### config.mk
export PLATFORM = sky130hd
export DESIGN_NAME = multicycle_controller_flat
export DESIGN_NICKNAME = d
export VERILOG_FILES = /design/src/rtl/mips_ctrl_pkg.sv /design/src/rtl/multicycle_controller_if.sv /design/src/rtl/multicycle_controller.sv /design/src/flat_wrapper.sv
export SDC_FILE = /design/constraint.sdc
export NUM_CORES = 1
export LEC_CHECK = 0
export BUFFER_PORTS_ARGS = -buffer_cell sky130_fd_sc_hd__buf_4
export CAP_MARGIN = 20
export CELL_PAD_IN_SITES_DETAIL_PLACEMENT = 1
export CELL_PAD_IN_SITES_GLOBAL_PLACEMENT = 1
export CORE_MARGIN = 1.5
export CORE_UTILIZATION = 40
export DETAILED_ROUTE_END_ITERATION = 6
export GPL_TIMING_DRIVEN = 1
export HOLD_SLACK_MARGIN = 0.12
export PLACE_DENSITY_LB_ADDON = 0.1
export SKIP_LAST_GASP = 1
export SYNTH_ARGS = -nofsm -noshare
export SYNTH_HDL_FRONTEND = slang
export SYNTH_SLANG_ARGS = --single-unit
### constraint.sdc
create_clock -name clk -period 3.3 [get_ports clk]
set_clock_uncertainty 0.05 [all_clocks]
set_input_delay 0.66 -clock clk [delete_from_list [all_inputs] [get_ports clk]]
set_output_delay 0.66 -clock clk [all_outputs]
set_load 0.1 [all_outputs]
### src/rtl/mips_ctrl_pkg.sv
// rtl/mips_ctrl_pkg.sv - state, opcode and control-field encodings for the multi-cycle MIPS controller
package mips_ctrl_pkg;

  typedef enum logic [3:0] {
    RESET_S  = 4'd0,
    FETCH    = 4'd1,
    DECODE   = 4'd2,
    EXEC_R   = 4'd3,
    WB_R     = 4'd4,
    EXEC_I   = 4'd5,
    WB_I     = 4'd6,
    MEM_ADDR = 4'd7,
    MEM_RD   = 4'd8,
    WB_MEM   = 4'd9,
    MEM_WR   = 4'd10,
    BRANCH   = 4'd11,
    JUMP     = 4'd12,
    ILLEGAL  = 4'd13
  } state_t;

  localparam logic [5:0] OP_RTYPE = 6'b000000;
  localparam logic [5:0] OP_ADDI  = 6'b001000;
  localparam logic [5:0] OP_LW    = 6'b100011;
  localparam logic [5:0] OP_SW    = 6'b101011;
  localparam logic [5:0] OP_BEQ   = 6'b000100;
  localparam logic [5:0] OP_BNE   = 6'b000101;
  localparam logic [5:0] OP_J     = 6'b000010;

  localparam logic [1:0] ALU_ADD   = 2'b00;
  localparam logic [1:0] ALU_SUB   = 2'b01;
  localparam logic [1:0] ALU_FUNCT = 2'b10;

  localparam logic [1:0] SRCB_REG     = 2'b00;
  localparam logic [1:0] SRCB_FOUR    = 2'b01;
  localparam logic [1:0] SRCB_IMM     = 2'b10;
  localparam logic [1:0] SRCB_IMM_SH2 = 2'b11;

  localparam logic [1:0] PC_SRC_ALU    = 2'b00;
  localparam logic [1:0] PC_SRC_ALUOUT = 2'b01;
  localparam logic [1:0] PC_SRC_JUMP   = 2'b10;

endpackage

### src/rtl/multicycle_controller_if.sv
// rtl/multicycle_controller_if.sv - controller-to-datapath control bus with controller and datapath views
interface multicycle_controller_if;
  logic [5:0]  opcode;
  logic        mem_ready;
  logic        pc_write;
  logic        pc_write_cond;
  logic        branch_ne;
  logic [1:0]  pc_src;
  logic        ir_write;
  logic        i_or_d;
  logic        mem_read;
  logic        mem_write;
  logic        mem_to_reg;
  logic        reg_dst;
  logic        reg_write;
  logic        alu_src_a;
  logic [1:0]  alu_src_b;
  logic [1:0]  alu_op;
  logic        illegal_op;
  logic        retire;
  logic [31:0] instret;

  modport master (
    input  opcode, mem_ready,
    output pc_write, pc_write_cond, branch_ne, pc_src, ir_write, i_or_d,
           mem_read, mem_write, mem_to_reg, reg_dst, reg_write,
           alu_src_a, alu_src_b, alu_op, illegal_op, retire, instret
  );

  modport slave (
    output opcode, mem_ready,
    input  pc_write, pc_write_cond, branch_ne, pc_src, ir_write, i_or_d,
           mem_read, mem_write, mem_to_reg, reg_dst, reg_write,
           alu_src_a, alu_src_b, alu_op, illegal_op, retire, instret
  );
endinterface

### src/rtl/multicycle_controller.sv
// rtl/multicycle_controller.sv - multi-cycle MIPS sequencing FSM with wait-state stalls and retire counter
module multicycle_controller
  import mips_ctrl_pkg::*;
(
  input logic                   clk,
  input logic                   rst_n,
  multicycle_controller_if.master bus
);

  state_t      state_q, state_d;
  logic [5:0]  op_q;
  logic [31:0] instret_q;

  always_comb begin
    state_d = state_q;
    unique case (state_q)
      RESET_S:  state_d = FETCH;
      FETCH:    if (bus.mem_ready) state_d = DECODE;
      DECODE: begin
        unique case (bus.opcode)
          OP_RTYPE:       state_d = EXEC_R;
          OP_ADDI:        state_d = EXEC_I;
          OP_LW, OP_SW:   state_d = MEM_ADDR;
          OP_BEQ, OP_BNE: state_d = BRANCH;
          OP_J:           state_d = JUMP;
          default:        state_d = ILLEGAL;
        endcase
      end
      EXEC_R:   state_d = WB_R;
      EXEC_I:   state_d = WB_I;
      MEM_ADDR: state_d = (op_q == OP_LW) ? MEM_RD : MEM_WR;
      MEM_RD:   if (bus.mem_ready) state_d = WB_MEM;
      MEM_WR:   if (bus.mem_ready) state_d = FETCH;
      WB_R, WB_I, WB_MEM, BRANCH, JUMP, ILLEGAL: state_d = FETCH;
      default:  state_d = RESET_S;
    endcase
  end

  always_ff @(posedge clk or negedge rst_n) begin
    if (!rst_n) begin
      state_q   <= RESET_S;
      op_q      <= OP_RTYPE;
      instret_q <= 32'd0;
    end else begin
      state_q <= state_d;
      if (state_q == DECODE) op_q <= bus.opcode;
      if (bus.retire) instret_q <= instret_q + 32'd1;
    end
  end

  // Moore decode; only FETCH's IR/PC loads and MEM_WR's retire look at mem_ready.
  always_comb begin
    bus.pc_write      = 1'b0;
    bus.pc_write_cond = 1'b0;
    bus.branch_ne     = 1'b0;
    bus.pc_src        = PC_SRC_ALU;
    bus.ir_write      = 1'b0;
    bus.i_or_d        = 1'b0;
    bus.mem_read      = 1'b0;
    bus.mem_write     = 1'b0;
    bus.mem_to_reg    = 1'b0;
    bus.reg_dst       = 1'b0;
    bus.reg_write     = 1'b0;
    bus.alu_src_a     = 1'b0;
    bus.alu_src_b     = SRCB_REG;
    bus.alu_op        = ALU_ADD;
    bus.illegal_op    = 1'b0;
    bus.retire        = 1'b0;
    unique case (state_q)
      FETCH: begin
        bus.mem_read  = 1'b1;
        bus.alu_src_b = SRCB_FOUR;
        bus.ir_write  = bus.mem_ready;
        bus.pc_write  = bus.mem_ready;
      end
      DECODE:   bus.alu_src_b = SRCB_IMM_SH2;
      EXEC_R: begin
        bus.alu_src_a = 1'b1;
        bus.alu_op    = ALU_FUNCT;
      end
      WB_R: begin
        bus.reg_write = 1'b1;
        bus.reg_dst   = 1'b1;
        bus.retire    = 1'b1;
      end
      EXEC_I, MEM_ADDR: begin
        bus.alu_src_a = 1'b1;
        bus.alu_src_b = SRCB_IMM;
      end
      WB_I: begin
        bus.reg_write = 1'b1;
        bus.retire    = 1'b1;
      end
      MEM_RD: begin
        bus.mem_read = 1'b1;
        bus.i_or_d   = 1'b1;
      end
      WB_MEM: begin
        bus.reg_write  = 1'b1;
        bus.mem_to_reg = 1'b1;
        bus.retire     = 1'b1;
      end
      MEM_WR: begin
        bus.mem_write = 1'b1;
        bus.i_or_d    = 1'b1;
        bus.retire    = bus.mem_ready;
      end
      BRANCH: begin
        bus.alu_src_a     = 1'b1;
        bus.alu_op        = ALU_SUB;
        bus.pc_write_cond = 1'b1;
        bus.pc_src        = PC_SRC_ALUOUT;
        bus.branch_ne     = (op_q == OP_BNE);
        bus.retire        = 1'b1;
      end
      JUMP: begin
        bus.pc_write = 1'b1;
        bus.pc_src   = PC_SRC_JUMP;
        bus.retire   = 1'b1;
      end
      ILLEGAL:  bus.illegal_op = 1'b1;
      default: ;
    endcase
  end

  assign bus.instret = instret_q;

endmodule

### src/flat_wrapper.sv
// flat-port wrapper written by rule: the top's interface ports become plain ports
module multicycle_controller_flat import mips_ctrl_pkg::*;
  (clk, rst_n, bus_opcode, bus_mem_ready, bus_pc_write, bus_pc_write_cond, bus_branch_ne, bus_pc_src, bus_ir_write, bus_i_or_d, bus_mem_read, bus_mem_write, bus_mem_to_reg, bus_reg_dst, bus_reg_write, bus_alu_src_a, bus_alu_src_b, bus_alu_op, bus_illegal_op, bus_retire, bus_instret);
  multicycle_controller_if bus_i ();
  input logic clk;
  input logic rst_n;
  input wire logic [$bits(bus_i.opcode)-1:0] bus_opcode;
  input wire logic [$bits(bus_i.mem_ready)-1:0] bus_mem_ready;
  output wire logic [$bits(bus_i.pc_write)-1:0] bus_pc_write;
  output wire logic [$bits(bus_i.pc_write_cond)-1:0] bus_pc_write_cond;
  output wire logic [$bits(bus_i.branch_ne)-1:0] bus_branch_ne;
  output wire logic [$bits(bus_i.pc_src)-1:0] bus_pc_src;
  output wire logic [$bits(bus_i.ir_write)-1:0] bus_ir_write;
  output wire logic [$bits(bus_i.i_or_d)-1:0] bus_i_or_d;
  output wire logic [$bits(bus_i.mem_read)-1:0] bus_mem_read;
  output wire logic [$bits(bus_i.mem_write)-1:0] bus_mem_write;
  output wire logic [$bits(bus_i.mem_to_reg)-1:0] bus_mem_to_reg;
  output wire logic [$bits(bus_i.reg_dst)-1:0] bus_reg_dst;
  output wire logic [$bits(bus_i.reg_write)-1:0] bus_reg_write;
  output wire logic [$bits(bus_i.alu_src_a)-1:0] bus_alu_src_a;
  output wire logic [$bits(bus_i.alu_src_b)-1:0] bus_alu_src_b;
  output wire logic [$bits(bus_i.alu_op)-1:0] bus_alu_op;
  output wire logic [$bits(bus_i.illegal_op)-1:0] bus_illegal_op;
  output wire logic [$bits(bus_i.retire)-1:0] bus_retire;
  output wire logic [$bits(bus_i.instret)-1:0] bus_instret;
  assign bus_i.opcode = bus_opcode;
  assign bus_i.mem_ready = bus_mem_ready;
  assign bus_pc_write = bus_i.pc_write;
  assign bus_pc_write_cond = bus_i.pc_write_cond;
  assign bus_branch_ne = bus_i.branch_ne;
  assign bus_pc_src = bus_i.pc_src;
  assign bus_ir_write = bus_i.ir_write;
  assign bus_i_or_d = bus_i.i_or_d;
  assign bus_mem_read = bus_i.mem_read;
  assign bus_mem_write = bus_i.mem_write;
  assign bus_mem_to_reg = bus_i.mem_to_reg;
  assign bus_reg_dst = bus_i.reg_dst;
  assign bus_reg_write = bus_i.reg_write;
  assign bus_alu_src_a = bus_i.alu_src_a;
  assign bus_alu_src_b = bus_i.alu_src_b;
  assign bus_alu_op = bus_i.alu_op;
  assign bus_illegal_op = bus_i.illegal_op;
  assign bus_retire = bus_i.retire;
  assign bus_instret = bus_i.instret;
  multicycle_controller u_core (.clk(clk), .rst_n(rst_n), .bus(bus_i));
endmodule
# Word level (Yosys, flattened, before mapping)
# Cells that the tools add are included.
# op_classes
addsub	1
eq_ne	24
muxes	22
n_reduce_logical	12
# op_table
operator	count
adder 32 x 1 -> 32 bit (second input constant)	1
one-hot mux 4 bit (8 select lines)	1
== test 4 bit (second input constant)	6
one-hot mux 4 bit (5 select lines)	1
== test 6 x 3 -> 1 bit (second input constant)	3
== test 6 bit (second input constant)	3
== test 4 x 3 -> 1 bit (second input constant)	4
two-way mux 4 bit	3
two-way mux 1 bit	11
OR reduction 2 bit	5
== test 4 x 2 -> 1 bit (second input constant)	2
one-hot mux 2 bit (2 select lines)	2
OR reduction 7 bit	1
== test 6 x 2 -> 1 bit (second input constant)	1
== test 6 x 4 -> 1 bit (second input constant)	1
logical NOT 6 bit	1
inequality test 2 bit (second input constant)	3
one-hot mux 2 bit (3 select lines)	1
OR reduction 5 bit	1
== test 4 x 1 -> 1 bit (second input constant)	1
logical NOT 4 bit	1
one-hot mux 1 bit (2 select lines)	2
OR reduction 4 bit	1
AND reduction 3 bit	1
other kinds (2)	2
# word_totals
reg_bits	42
in_bits	9
out_inout_bits	51
wordCells	62

# Longest topological paths before layout
# depth
word_depth	4
depth_mapped	7
mapped_depth_nobuf	5

# Worst setup path before layout
# Ideal clock, no wire load.
# synth_timing
path_kind	register to output
startpoint	reg u_core.state_q[0]
endpoint	out bus_pc_write
arrival_time_ps	4691
required_time_ps	2590
slack_ps	-2101
path_stages_with_launch	5
n_path_buf	1
path_cell_list	dfrtp_1 -> clkbuf_1 -> nand2b_1 -> nor4b_1 -> or2_2
# synth_via
elab_chain_len	2
word_cells_on_any_way	3
cone_classes	eq/ne (2); mux (1)
# synth_lines
item	line	rtl
from (decl)	multicycle_controller.sv:10	state_t state_q, state_d;
from (signal assigned)	multicycle_controller.sv:45	state_q <= state_d;
== test 4 bit or == test 4 x 1 -> 1 bit (tied branches)	multicycle_controller.sv:69	unique case (state_q)
one-hot mux 1 bit (2 select lines) (*)	multicycle_controller.sv:69	
to (decl)	flat_wrapper.sv:9	output wire logic [$bits(bus_i.pc_write)-1:0] bus_pc_write;
# Every way passes the cells marked *; elsewhere a longest branch is shown, timed or not.

# Worst setup path after layout
# layout_timing
startpoint	reg u_core.op_q[3]
endpoint	out bus_branch_ne
# layout_via
elab_chain_len	2
# layout_lines
item	line	rtl
from (decl)	multicycle_controller.sv:11	logic [5:0] op_q;
from (signal assigned)	multicycle_controller.sv:46	if (state_q == DECODE) op_q <= bus.opcode;
== test 6 x 3 -> 1 bit	multicycle_controller.sv:113	bus.branch_ne = (op_q == OP_BNE);
two-way mux 1 bit	multicycle_controller.sv:69	
to (decl)	flat_wrapper.sv:11	output wire logic [$bits(bus_i.branch_ne)-1:0] bus_branch_ne;
# No other way between the ends.

==> flow_summary.ini <==
[run_status]
status = completed

[hold_path]
min_path_type = input port to async pin

[setup_path]
worstSetupPathType = flip-flop to output port
critPathTopFamily = simple AND/OR/NAND/NOR gates
cp.required_ns = 2.59
r2r_slack_ns = 1.01
critPathMaxStageDelay_ns = 0.68
rr_worst_depth = 5
crit_slowest_cell = or4b_2
r2r_end = u_core.bus.instret[31]$_DFFE_PN0P_
crit_buf_inv = 1
cp_max_fo = 2
cp-start-kind = flip-flop
worstPathArrival_ns = 2.27
r2r-start = u_core.state_q[2]$_DFFE_PN0P_
cp_cell_sequence = or3b_2 > or4b_2 > nor3_2 > buf_4
endpoint_kind = output port

[clock_network]
cts_root_buffer = clkbuf_8
cts.sinks = 42
clock_path_buffers = 2
hold_buffers = 0
numCtsBuffers = 5
insertion_delay_ns = 0.30
cts-resized-gates = 0
path_clk_slew_ns = 0.09
htreeDepth = 2
post-cts-setup-buffers = 0
cts_tree = built

[synthesis]
yosys.area.top_type = dfrtp_1
syn_area_mm2 = 0.00233
synth.top_cells.by_area = dfrtp_1, xor2_1, nor4_1, mux2_2, nand2_1
yosys.area.top_type_share_pct = 45.1
synth-seq-cells = 42
syn_avg_cell_area_um2 = 10.1
synthArstFlopShare_pct = 100
yosys.cell_types.count = 45
synth_flop_cell = dfrtp_1
seq_area_frac_synth_pct = 45.1
synth_most_common_cell = dfrtp_1
synth_nets = 242
yosys_warnings = 0
synth_common_cells = dfrtp_1, xor2_1, nor4_1
syn_inst = 232
synth_edf_count = 0

[sta]
fin_ws_ns = 0.318
tightest_slew_ns = 0.585
maxSlewViolCount = 0
setup_viol = 0
rsz0062_at_grt = no
maxSlewHeadroom_pct = 61.0
fin_crit_ns = 2.98
hold_violations = 0
hold_ws_ns = 0.280
max_clock_freq_mhz = 335
period_share_pct = 90.4

[grt]
antenna_found_initial = 0
track_usage_pct = 20.2
grt_overflow = 0
grt_max_degree = 43
grt_pass1_wl_um = 9970
grt_pass1_vias = 1945

[power_and_ir_drop]
clkPwrFrac_pct = 13.8
swShare_pct = 56.8
seqPwrFrac_pct = 27.2
p_comb_share_pct = 59.0
peakVddDrop_uv = 782
power.density_mw_per_mm2 = 1000
p_sw_uw = 1680
p_leak_uw = 0.00113
p_int_uw = 1280

[placement]
dp_hpwl_um = 4060
pre_cts_ws_ns = 0.643
place.port_buffers = 59
place_congestion = 0.739
dp_cells = 350

[route]
drt_wl_total_um = 5780
drtIter0Drc = 99
wl_per_cell_um = 16.2
drc_errors = 0
vias_per_cell = 5.52
drtAntennaViolNets = 0
vias = 1976
drt-pass1-iter-count = 4

[layout]
area_growth_pct = 26.3
drive_above_1_share_pct = 32.2
fillerInstances = 655
nets = 295
diodes = 0
layoutNonFillerInstCount = 358

[floorplan]
fp.dieW_um = 79.4
core-area_mm2 = 0.00557
rows = 27
chipHeight_um = 79.4
start_util_pct = 41.8
die-area_mm2 = 0.00630
ios = 60

[flow_run]
maxCapViolCount = 0
[stage by stage]
step / TNS [ns] / power [µW] / utilization (%) / cell area [µm²]
floorplan: -0.981 / 2220 / - / 2380
global placement: 0 / 2540 / 50.9 / 2840
detailed placement: 0 / 2570 / 50.9 / 2840
CTS: 0 / 2980 / 52.9 / 2950
global route: 0 / 3120 / 52.9 / 2950
finish: 0 / 2960 / 52.9 / 2950
[power by group through the flow]
stage,sequential [µW],clock [µW],combinational [µW]
after floorplan,1080,0,1140
after global placement,809,0,1730
after detailed placement,817,0,1760
after CTS,807,419,1760
after global routing,835,441,1840
final,805,408,1740
[per-layer routing]
metal	part of all wire, %	vias up	global-route usage [%]
li1	-	940	-
met1	48	989	28.1
met2	47	40	31.7
met3	3.7	7	4.60
met4	1.3	0	5.26
met5	0	-	0
[cells by family after synthesis]
| kind of cell | count (synthesis) | synth area share, % |
|---|---|---|
| multiplexers | 7 | 3.38 |
| flip-flops | 42 | 45.1 |
| AND/OR/NAND/NOR | 105 | 27.4 |
| buffers and inverters | 22 | 4.94 |
| adder cells (fa/ha/maj) | 1 | 0.536 |
| AO/OA/AOI/OAI | 23 | 6.65 |
| XOR/XNOR | 32 | 12.0 |
[worst register-to-register path, stage by stage (launching register included)]
cell and delay [ns]:
dfrtp_1 0.72, inv_1 0.21, o32a_1 0.38, buf_4 0.24, nor4_1 0.37, xor2_1 0.24
[worst max-delay path by stage]
stage	cells past startpoint	to	start
5_1_grt	4	bus_branch_ne	u_core.op_q[3]$_DFFE_PN0P_
6_report	4	bus_branch_ne	u_core.op_q[3]$_DFFE_PN0P_
3_5_place_dp	4	bus_branch_ne	u_core.op_q[3]$_DFFE_PN0P_
4_1_cts	4	bus_branch_ne	u_core.op_q[3]$_DFFE_PN0P_
2_1_floorplan	3	bus_alu_src_b[0]	u_core.state_q[0]$_DFFE_PN0P_
3_3_place_gp	4	bus_branch_ne	u_core.op_q[3]$_DFFE_PN0P_
[final cells by class]
| cell class | instances | area, µm² | area share, % |
|---|---|---|---|
| multi-input combinational | 168 | 1210 | 41.1 |
| sequential | 42 | 1050 | 35.7 |
| timing repair buffer | 61 | 458 | 15.5 |
| tap | 72 | 90.1 | 3.06 |
| clock buffer | 6 | 72.6 | 2.46 |
| clock inverter | 2 | 37.5 | 1.27 |
| inverter | 7 | 26.3 | 0.892 |
[placed cells by master, fill, tap and decap left out, types with 3 or more instances in the layout]
master,netlist,routed
a21oi_1,5,5
and2_1,5,5
and4_1,5,5
buf_4,2,61
clkbuf_8,0,5
dfrtp_1,42,42
inv_1,7,7
mux2_2,7,7
nand2_1,16,16
nand2b_1,5,5
nand3_1,10,10
nand4_1,5,5
nor2_1,9,8
nor3_1,10,6
nor3_2,1,5
nor4_1,19,19
o21ai_0,7,6
or2_2,3,3
xnor2_1,5,5
xor2_1,27,27
[flip-flops by register name, indices dropped and copies added (netlist names)]
name and flops:
u_core.state_q 4, u_core.op_q 6, u_core.bus.instret 32
(Power assumes the default switching activity.)
